[src/rtl/fetch_pkg.sv]
// Shared types and constants for the instruction fetch front end.
package fetch_pkg;

  // IF2 data source: empty, straight from BRAM, or from the hold register
  typedef enum logic [1:0] {
    BUBBLE,
    LIVE,
    HELD
  } fetch_state_t;

  localparam logic [31:0] NOP              = 32'h0000_0013;
  localparam logic [31:0] RESET_PC_DEFAULT = 32'h8000_0000;
  localparam logic [31:0] PC_STEP          = 32'd4;

endpackage

[src/rtl/ifetch_hold_buf.sv]
// IF2 instruction buffer: tracks whether the BRAM output still belongs to the
// IF2 PC, latches the word on the first stall cycle, and muxes inst_if2.
module ifetch_hold_buf
  import fetch_pkg::*;
#(
  parameter logic [31:0] NOP_INST = NOP
) (
  input  logic        clk,
  input  logic        rstn,
  input  logic        advance,
  input  logic        stall,
  input  logic        flush,
  input  logic [31:0] imem_rdata,
  output logic [31:0] inst_if2
);

  fetch_state_t state_q, state_d;
  logic [31:0]  hold_q, hold_d;

  // State and hold register, synchronous active-low reset
  always_ff @(posedge clk) begin
    if (!rstn) begin
      state_q <= BUBBLE;
      hold_q  <= '0;
    end else begin
      state_q <= state_d;
      hold_q  <= hold_d;
    end
  end

  // Next state, hold capture and instruction output mux
  always_comb begin
    state_d  = state_q;
    hold_d   = hold_q;
    inst_if2 = NOP_INST;
    case (state_q)
      LIVE:    inst_if2 = imem_rdata;
      HELD:    inst_if2 = hold_q;
      default: inst_if2 = NOP_INST;
    endcase
    if (flush) begin
      state_d = BUBBLE;
    end else if (advance) begin
      state_d = LIVE;
    end else if (stall && state_q == LIVE) begin
      // BRAM re-reads after this edge, so this is the last cycle the word is on imem_rdata
      state_d = HELD;
      hold_d  = imem_rdata;
    end
  end

endmodule

[src/rtl/ifetch_stage.sv]
// PC generator and IF1->IF2 register for the 6-stage BRAM pipeline.
// Optional statistics counters enabled by defining FETCH_STAT_EN.
module ifetch_stage
  import fetch_pkg::*;
#(
  parameter logic [31:0] RESET_PC = RESET_PC_DEFAULT,
  parameter int          ADDR_W   = 12,
  parameter logic [31:0] NOP_INST = NOP
) (
  input  logic              clk,
  input  logic              rstn,
  input  logic              pc_set,
  input  logic [31:0]       pc_set_target,
  input  logic              pc_stall,
  input  logic              IF1_IF2_stall,
  input  logic              IF1_IF2_flush,
  input  logic              IF2_ID_stall,
  input  logic              IF2_ID_flush,
  output logic [ADDR_W-1:0] imem_addr,
  input  logic [31:0]       imem_rdata,
  output logic [31:0]       pc_if2,
  output logic [31:0]       inst_if2,
  output logic              valid_if2,
  output logic [31:0]       stat_fetch,
  output logic [31:0]       stat_flush
);

  logic [31:0] pc_if1;
  logic [31:0] pc_next;
  logic        advance;

  assign advance   = ~IF1_IF2_flush & ~IF1_IF2_stall;
  assign imem_addr = pc_if1[ADDR_W+1:2];

  // Next PC: redirect beats stall; sequential step wraps modulo 2^32
  always_comb begin
    pc_next = pc_if1 + PC_STEP;
    if (pc_set) begin
      pc_next = pc_set_target & ~32'd3;
    end else if (pc_stall) begin
      pc_next = pc_if1;
    end
  end

  // PC register
  always_ff @(posedge clk) begin
    if (!rstn) begin
      pc_if1 <= RESET_PC;
    end else begin
      pc_if1 <= pc_next;
    end
  end

  // IF1/IF2 register: flush > stall > advance
  always_ff @(posedge clk) begin
    if (!rstn) begin
      pc_if2    <= '0;
      valid_if2 <= 1'b0;
    end else if (IF1_IF2_flush) begin
      valid_if2 <= 1'b0;
    end else if (!IF1_IF2_stall) begin
      pc_if2    <= pc_if1;
      valid_if2 <= 1'b1;
    end
  end

  ifetch_hold_buf #(
    .NOP_INST (NOP_INST)
  ) u_hold_buf (
    .clk        (clk),
    .rstn       (rstn),
    .advance    (advance),
    .stall      (IF1_IF2_stall),
    .flush      (IF1_IF2_flush),
    .imem_rdata (imem_rdata),
    .inst_if2   (inst_if2)
  );

`ifdef FETCH_STAT_EN
  logic [31:0] fetch_cnt;
  logic [31:0] flush_cnt;

  // Delivered and killed instruction counters
  always_ff @(posedge clk) begin
    if (!rstn) begin
      fetch_cnt <= '0;
      flush_cnt <= '0;
    end else begin
      if (valid_if2 && !IF2_ID_stall && !IF2_ID_flush) begin
        fetch_cnt <= fetch_cnt + 32'd1;
      end
      if (valid_if2 && (IF1_IF2_flush || IF2_ID_flush)) begin
        flush_cnt <= flush_cnt + 32'd1;
      end
    end
  end

  assign stat_fetch = fetch_cnt;
  assign stat_flush = flush_cnt;
`else
  logic stat_unused;

  assign stat_unused = IF2_ID_stall ^ IF2_ID_flush;
  assign stat_fetch  = '0;
  assign stat_flush  = '0;
`endif

endmodule

[config.mk]
export PLATFORM = sky130hd
export DESIGN_NAME = ifetch_stage
export DESIGN_NICKNAME = d
export VERILOG_FILES = /design/src/rtl/fetch_pkg.sv /design/src/rtl/ifetch_hold_buf.sv /design/src/rtl/ifetch_stage.sv
export SDC_FILE = /design/constraint.sdc
export NUM_CORES = 1
export LEC_CHECK = 0
export CAP_MARGIN = 20
export CORE_MARGIN = 4
export CORE_UTILIZATION = 35
export DETAILED_ROUTE_END_ITERATION = 10
export PLACE_DENSITY = 0.68
export SLEW_MARGIN = 20
export SYNTH_ARGS = -nofsm -noshare
export SYNTH_HDL_FRONTEND = slang
export SYNTH_SLANG_ARGS = --single-unit
[constraint.sdc]
create_clock -name clk -period 2.7 [get_ports clk]
set_clock_uncertainty 0.1 [all_clocks]
set_input_delay 0.675 -clock clk [delete_from_list [all_inputs] [get_ports clk]]
set_output_delay 0.675 -clock clk [all_outputs]
set_load 0.1 [all_outputs]
After elaboration in Yosys (flattened, before gate mapping)
Cells that the tools add are included.

$add $sub $neg: 1. Equality and inequality tests: 3. Muxes and demuxes: 5. Bitwise operators: 5. Reduce and logical (&&, ||, !) cells: 7.

Operators with widths (number): $mux 32 (2); $pmux 32 s2 (1); $add 32x3->32 const B (1); $not 1->1 (4); $reduce_or 2->1 (2); $reduce_and 3->1 (1); $reduce_or 3->1 (1); $eq 2x1->1 const B (1); $eq 2x2->1 const B (1); $mux 1 (2); $ne 2x2->1 const B (1); $reduce_and 2->1 (1); $reduce_bool 2->1 (1); $and 1x1->1 (1); $logic_and 1x1->1 (1).

Register bits after elaboration: 99. Bits of input ports: 72. Output and inout bits: 141. Logic and storage cells: 28.

Logic depth before layout (Yosys ltp)
Gate-level depths: netlist (run 1).

Word-level depth: 4. Depth in mapped cells: 8. Gate-level depth less buffers: 6.

Cells and area by module
From an unflattened synthesis (run 1), not the netlist that was laid out.

Cells, all modules: 645. Area total of the unflattened synthesis: 5260.0 µm².

By module, submodules not included: ifetch_stage (instances 1, cells an instance 423, area each 3428.3 µm², seq. area each 1221.2 µm²); ifetch_hold_buf (instances 1, cells an instance 222, area each 1831.8 µm², seq. area each 680.7 µm²).

Least setup slack after synthesis (run 1)
OpenSTA, ideal clock, no wires.

Kind: flip-flop to output port. From: register u_hold_buf.state_q[1]. To: output inst_if2[13]. Arrival time: 2.350 ns. Data required time: 1.925 ns. Path slack: -0.425 ns. Stages on the path, launching flop included: 7. Buffers on the path: 2. Cell sequence: dfxtp_1 inv_1 ha_1 clkbuf_1 clkbuf_1 a22oi_1 nor2_1.

Longest elaborated chain between the ends: 2. Elaborated cells between the ends (all ways): 3. Those cells by class: eq/ne (2); mux (1).

RTL lines: start, declared (line ifetch_hold_buf.sv:17) `fetch_state_t state_q, state_d;`; start signal, assigned (line ifetch_hold_buf.sv:26) `state_q <= state_d;`; $eq 2x2->1 / $eq 2x1->1 (equally long branches) (line ifetch_hold_buf.sv:36) `case (state_q)`; $pmux 32 s2 * (line ifetch_hold_buf.sv:36); end, declared (line ifetch_stage.sv:22) `output logic [31:0] inst_if2,`.

Mark *: on every way between the ends. The rest lies on a longest branch, timed or not.

Final worst setup path (run 1)
From: register u_hold_buf.state_q[0]. To: output inst_if2[10].

The elaborated chain is that of the path after synthesis.

==> results.json, run 1 <==
{
  "status": "finished, final reports clean",
  "drc": 0,
  "vias_per_cell": 4.75,
  "post_drt_wl_per_cell_um": 14.0,
  "num_vias": 4477,
  "diodes": 0,
  "synth_compound_area_frac": 0.200,
  "drv_slew": 0,
  "postCtsHoldBufs": 0,
  "timing.slew.headroom": 0.596,
  "async_reset_ff_frac": 0,
  "die_area_mm2": 0.0163,
  "area_delta_synth_final_pct": 39.3,
  "synthAdderAreaFrac": 0.00749,
  "hold_viol_final": 0,
  "cts_tree": "yes",
  "crit_buf_inv": 3,
  "dp_hpwl_mm": 9.81,
  "drt-pass1-iter-count": 4,
  "drt_first_iter_violations": 305,
  "fmax_mhz": 388,
  "post-synth-top-count-cell": "nand2_1",
  "rsz0062_at_grt": "false",
  "place_area_mm2": 0.00667,
  "pwr-share-clk": 0.343,
  "synthTopCellsByCount": "147 x nand2_1, 95 x dfxtp_1, 78 x buf_4",
  "crit_arrival_ps": 1800,
  "yosysSeqAreaShare": 0.379,
  "die_x_um": 128,
  "power_switching_w": 0.00139,
  "tightest_slew_ps": 606,
  "grt_pass1_wl_mm": 21.0,
  "htreeDepth": 3,
  "critPathMaxFanout": 13,
  "synth-edff-count": 0,
  "drt_wl_total_mm": 13.2,
  "clock_latency_ps": 350,
  "combPwrFrac": 0.268,
  "ctsRootBufferMaster": "clkbuf_16",
  "drv_cap": 0,
  "met1_usage": 0.198,
  "num_rows": 43,
  "fin_nets": 833,
  "grt_use_met3": 0.0488,
  "synth_xor_xnor_area_share": 0.0437,
  "synth_top_cell_by_area": "dfxtp_1",
  "first_global_vias": 4221,
  "core_mm2": 0.0139,
  "clkSinkCount": 95,
  "crit_family": "adder cells",
  "track_usage": 0.159,
  "post-route-period-util": 0.954,
  "critical_path_class": "flip-flop to output pin",
  "start_util": 0.360,
  "synth_area_mm2": 0.00501,
  "synth_simple_gate_area_frac": 0.216,
  "post_cts_buffers": 0,
  "powerDensity_mw_per_mm2": 554,
  "max_stage_delay_ps": 570,
  "fin_cells": 943,
  "ir_worst_vdd_v": 0.000292,
  "period_needed_ps": 2570,
  "leakage_nw": 2.62,
  "setup_viol": 0,
  "crit_required_ps": 1920,
  "cts.repair.resized": 1,
  "ys_top_cells_by_area": "dfxtp_1 38%, buf_4 12%, nand2_1 11%",
  "slowest_stage": "ha_2",
  "synth_top_family_by_area": "simple AND/OR/NAND/NOR gates",
  "grt_antenna_before_repair": 0,
  "ys_seq_elements": 95,
  "grt-busiest-layer": "met2",
  "chipHeight_um": 128,
  "seqPwrFrac": 0.389,
  "cts_buffers": 9,
  "yosysWarnings": 0,
  "ant_nets": 0,
  "crit_chain": "inv_1 -> ha_2 -> buf_4 -> nor2_2 -> buf_12",
  "clk_pin_slew_ps": 70,
  "grt-ovfl-total": 0,
  "clockBufferDepth": 2,
  "synth_top_area_share": 0.379,
  "final.setup.tns_ps": 0,
  "synth.distinct_cells": 39,
  "ioPinCount": 213,
  "dp.cells": 927,
  "synth_ff_type": "dfxtp_1",
  "power.internal_w": 0.00248,
  "drive_above_1_share": 0.194,
  "avgSynthCellArea_um2": 7.91,
  "switching_share": 0.358,
  "use_met2": 0.261,
  "port_buffers": 142,
  "place_congestion": 0.858,
  "syn_inst": 634,
  "synth_mux_area_frac": 0.00200,
  "cp-end-kind": "output pin",
  "grt_max_degree": 37,
  "hp-class": "flip-flop to flip-flop",
  "fin_area_mm2": 0.00698,
  "critPathLaunchType": "flip-flop"
}
-- cell families after synthesis --
kind of cell	Yosys count
multiplexers	1
XOR/XNOR	25
adder cells (fa/ha/maj)	3
flip-flops	95
AND/OR/NAND/NOR	241
AO/OA/AOI/OAI	145
buffers and inverters	123
other	1
-- per-stage QoR --
stage | util | total power [W] | hold WS (ps) | worst slack, ps
final | 0.501 | 0.00387 | 346 | 125
after detailed placement | 0.478 | 0.00257 | 341 | 43.3
after CTS | 0.501 | 0.00390 | 351 | 103
after global placement | 0.478 | 0.00256 | 339 | 64.1
after floorplan | - | 0.00241 | 344 | -11.8
after global routing | 0.501 | 0.00402 | 366 | 44.0
-- metal layers --
layer | share of wire | routed length [um]
met1 | 0.43 | 5660
met2 | 0.47 | 6160
met3 | 0.088 | 1170
met4 | 0.020 | 259
met5 | 0 | 0
-- area by class of cell --
type                            count  area (um^2)
Timing Repair Buffer              166         1850
Clock inverter                      2         37.5
Multi-Input combinational cell    481         2680
Clock buffer                       14          274
Inverter                            5         18.8
Tap cell                          180          225
Sequential cell                    95         1900
Fill cell                        1341         6950
-- worst min-delay path, cell delays in order (launching register included) --
cell and delay [ps]:
dfxtp_1 310, inv_1 50, a21oi_1 50
-- state kept, by name, indices dropped and copies added (netlist names) --
register	count
pc_if1	30
pc_if2	30
u_hold_buf.hold_q	32
u_hold_buf.state_q	2
valid_if2	1
-- final timing paths --
check	from	to	slack, ps	depth (start not counted)
min	valid_if2	valid_if2	350	2
max reg2reg	pc_if1[8]	pc_if1[31]	270	5
min reg2reg	valid_if2	valid_if2	350	2
max	u_hold_buf.state_q[0]	inst_if2[10]	130	5
-- cells in the final DEF (no fill, tap or decap), types with 2 or more instances in the layout --
cell             instances
nand3b_1                 2
clkdlybuf4s50_1         66
a21boi_0                62
nor2_2                  30
o21ai_0                 27
clkbuf_16                9
a22oi_1                 29
a21oi_1                 14
xor2_1                  11
conb_1                  66
inv_1                    5
nand4_1                  6
nor4_1                   5
or3_1                    4
nor2_1                   3
clkbuf_8                 3
a221o_1                  3
o211a_1                  5
xnor2_1                 14
and3b_1                  2
nand2_1                147
nor3_1                   5
ha_1                     2
a31oi_1                  3
nand3_1                  9
nand2b_1                 6
and4_1                   4
buf_4                   64
clkbuf_1                 2
buf_12                  35
and2_1                  10
dfxtp_1                 95
-- power groups by stage --
stage,Combinational [W],Clock (W),Sequential (W)
after detailed placement,0.00104,0,0.00154
after floorplan,0.000784,0,0.00163
after global routing,0.00108,0.00142,0.00151
after global placement,0.00103,0,0.00153
final,0.00104,0.00133,0.00151
after CTS,0.00104,0.00135,0.00151
Power figures use the tool's default switching activity.
==> run 2: changes to the inputs <==
Settings changed: CAP_MARGIN 20 to default.
==> results of run 2 <==
Same layout as run 1: the final DEF is identical, and so are final timing and power.
==> run 3: changes to the inputs <==
Settings changed: CAP_MARGIN from default to 20, CELL_PAD_IN_SITES_DETAIL_PLACEMENT from default to 0, CELL_PAD_IN_SITES_GLOBAL_PLACEMENT from default to 2, CORE_UTILIZATION 35 to 23, PLACE_DENSITY 0.68 to default, PLACE_DENSITY_LB_ADDON from default to 0.1.
==> run 3 against run 2 <==
Compared with the run above: hold slack improved by 3.8 ps; critical path depth did not move; sequential share of layout area fell by 0.70 points; critical path type unchanged.
==> results.json, run 3 (synthesized netlist as in run 1, its figures left out) <==
{
  "status": "finished, final reports clean",
  "clk_pin_slew_ps": 70,
  "clockBufferDepth": 2,
  "fin_ws_ps": 161,
  "rsz0062_at_grt": "false",
  "start_util": 0.236,
  "drc": 0,
  "fin_area_mm2": 0.00717,
  "diodes": 0,
  "layout_commonest_cell": "nand2_1",
  "ir_worst_vdd_v": 0.000254,
  "drt_wl_total_mm": 15.8,
  "die_x_um": 156,
  "ant_nets": 0,
  "hold_viol_final": 0,
  "setup_viol": 0,
  "startpoint": "u_hold_buf.state_q[1]",
  "vias_per_cell": 4.29,
  "drive_above_1_share": 0.205,
  "critical_path_class": "flip-flop to output pin",
  "area_delta_synth_final_pct": 42.9,
  "crit_arrival_ps": 1760,
  "num_rows": 53,
  "core_mm2": 0.0212,
  "track_usage": 0.128,
  "grt-ovfl-total": 0,
  "final.setup.tns_ps": 0,
  "post-place-ws_ps": 13.8,
  "post_drt_wl_per_cell_um": 15.1,
  "timing.slew.headroom": 0.535,
  "num_vias": 4490,
  "largest_reg_flops": 32,
  "grt_pass1_wl_mm": 24.8,
  "regMostFlops": "u_hold_buf.hold_q",
  "critPathLaunchType": "flip-flop",
  "most-common-layout-cells": "147 x nand2_1, 95 x dfxtp_1, 75 x buf_4",
  "die_area_mm2": 0.0242,
  "place_area_mm2": 0.00683,
  "reg2reg_depth": 5,
  "hp-class": "flip-flop to flip-flop",
  "cts_tree": "yes",
  "drv_slew": 0,
  "clock_latency_ps": 350,
  "place_congestion": 0.722,
  "ctsRootBufferMaster": "clkbuf_16",
  "post-route-period-util": 0.941,
  "drv_cap": 0,
  "ioPinCount": 213,
  "drt_first_iter_violations": 176,
  "chipHeight_um": 156,
  "port_buffers": 142,
  "largestRegisters": "u_hold_buf.hold_q (32), pc_if1 (30), pc_if2 (30)",
  "fin_nets": 842,
  "cts_buffers": 9,
  "period_needed_ps": 2540,
  "reg2reg_slack_ps": 310,
  "grt_antenna_before_repair": 0,
  "first_global_vias": 4524,
  "leakage_nw": 2.67,
  "tightest_slew_ps": 698,
  "r2r-end": "pc_if1[31]",
  "powerDensity_mw_per_mm2": 554,
  "fmax_mhz": 394,
  "grt_max_degree": 32,
  "critPathMaxFanout": 26,
  "cp-endpoint": "inst_if2[1]",
  "clkSinkCount": 95,
  "cp-end-kind": "output pin",
  "dp_hpwl_mm": 11.8,
  "htreeDepth": 3,
  "reg2reg_from": "pc_if1[10]",
  "drt-pass1-iter-count": 4,
  "crit_required_ps": 1920
}
## run 3: changes by cell type in the layout (fill, tap and decap cells not counted), sizes merged
cell    previous run  this run
buf              100       109
clkbuf            14        11
clkinv             0         2
bufinv             1         2
## run 3: how the worst min path moves through the flow
stage	slack, ps	cells past startpoint	start	to
after global routing	380	2	u_hold_buf.hold_q[9]	u_hold_buf.hold_q[9]
after detailed placement	350	2	valid_if2	valid_if2
after global placement	340	2	valid_if2	valid_if2
after CTS	360	2	valid_if2	valid_if2
final	350	2	valid_if2	valid_if2
after floorplan	340	2	u_hold_buf.hold_q[0]	u_hold_buf.hold_q[0]
## run 3: per-layer routing
layer	vias up	track usage	part of all wire	routed length (um)
li1	2252	-	-	-
met1	2102	0.163	0.45	7160
met2	126	0.219	0.49	7700
met3	10	0.0258	0.051	809
met4	0	0.0388	0.011	172
met5	-	0	0	0
## run 3: what timing repair did
| action | CTS | global route |
|---|---|---|
| setup buffers | 0 | 0 |
| resized for setup | 1 | 1 |
| hold buffers | 0 | 0 |
| endpoints found under the setup margin | 24 | 16 |
| gates cloned | 0 | 0 |
| hold endpoints to repair | 0 | 0 |
## run 3: stage by stage
step,total power [W],util,hold slack [ps],instances
global placement,0.00259,0.322,344,1031
detailed placement,0.00259,0.322,347,1031
floorplan,0.00241,-,344,699
global route,0.00413,0.338,384,1047
finish,0.00397,0.338,350,1047
CTS,0.00403,0.337,357,1047
## run 3: layout make-up
class / instances / area (um^2)
clock buffer: 11 / 243
clock inverter: 5 / 81.3
fill: 2294 / 14100
inverter: 5 / 18.8
multi-input combinational: 481 / 2690
sequential: 95 / 1900
tap: 275 / 344
timing repair buffer: 175 / 1890
## run 3: power by group
part           switching (W)  internal [W]
logic               0.000818      0.000240
registers          0.0000481       0.00145
clock network       0.000569      0.000838
## run 3: worst max-delay path: stages (launching register included)
cell and delay, ps:
dfxtp_1 390, inv_1 60, ha_1 190, buf_4 230, a221o_1 360, buf_12 180
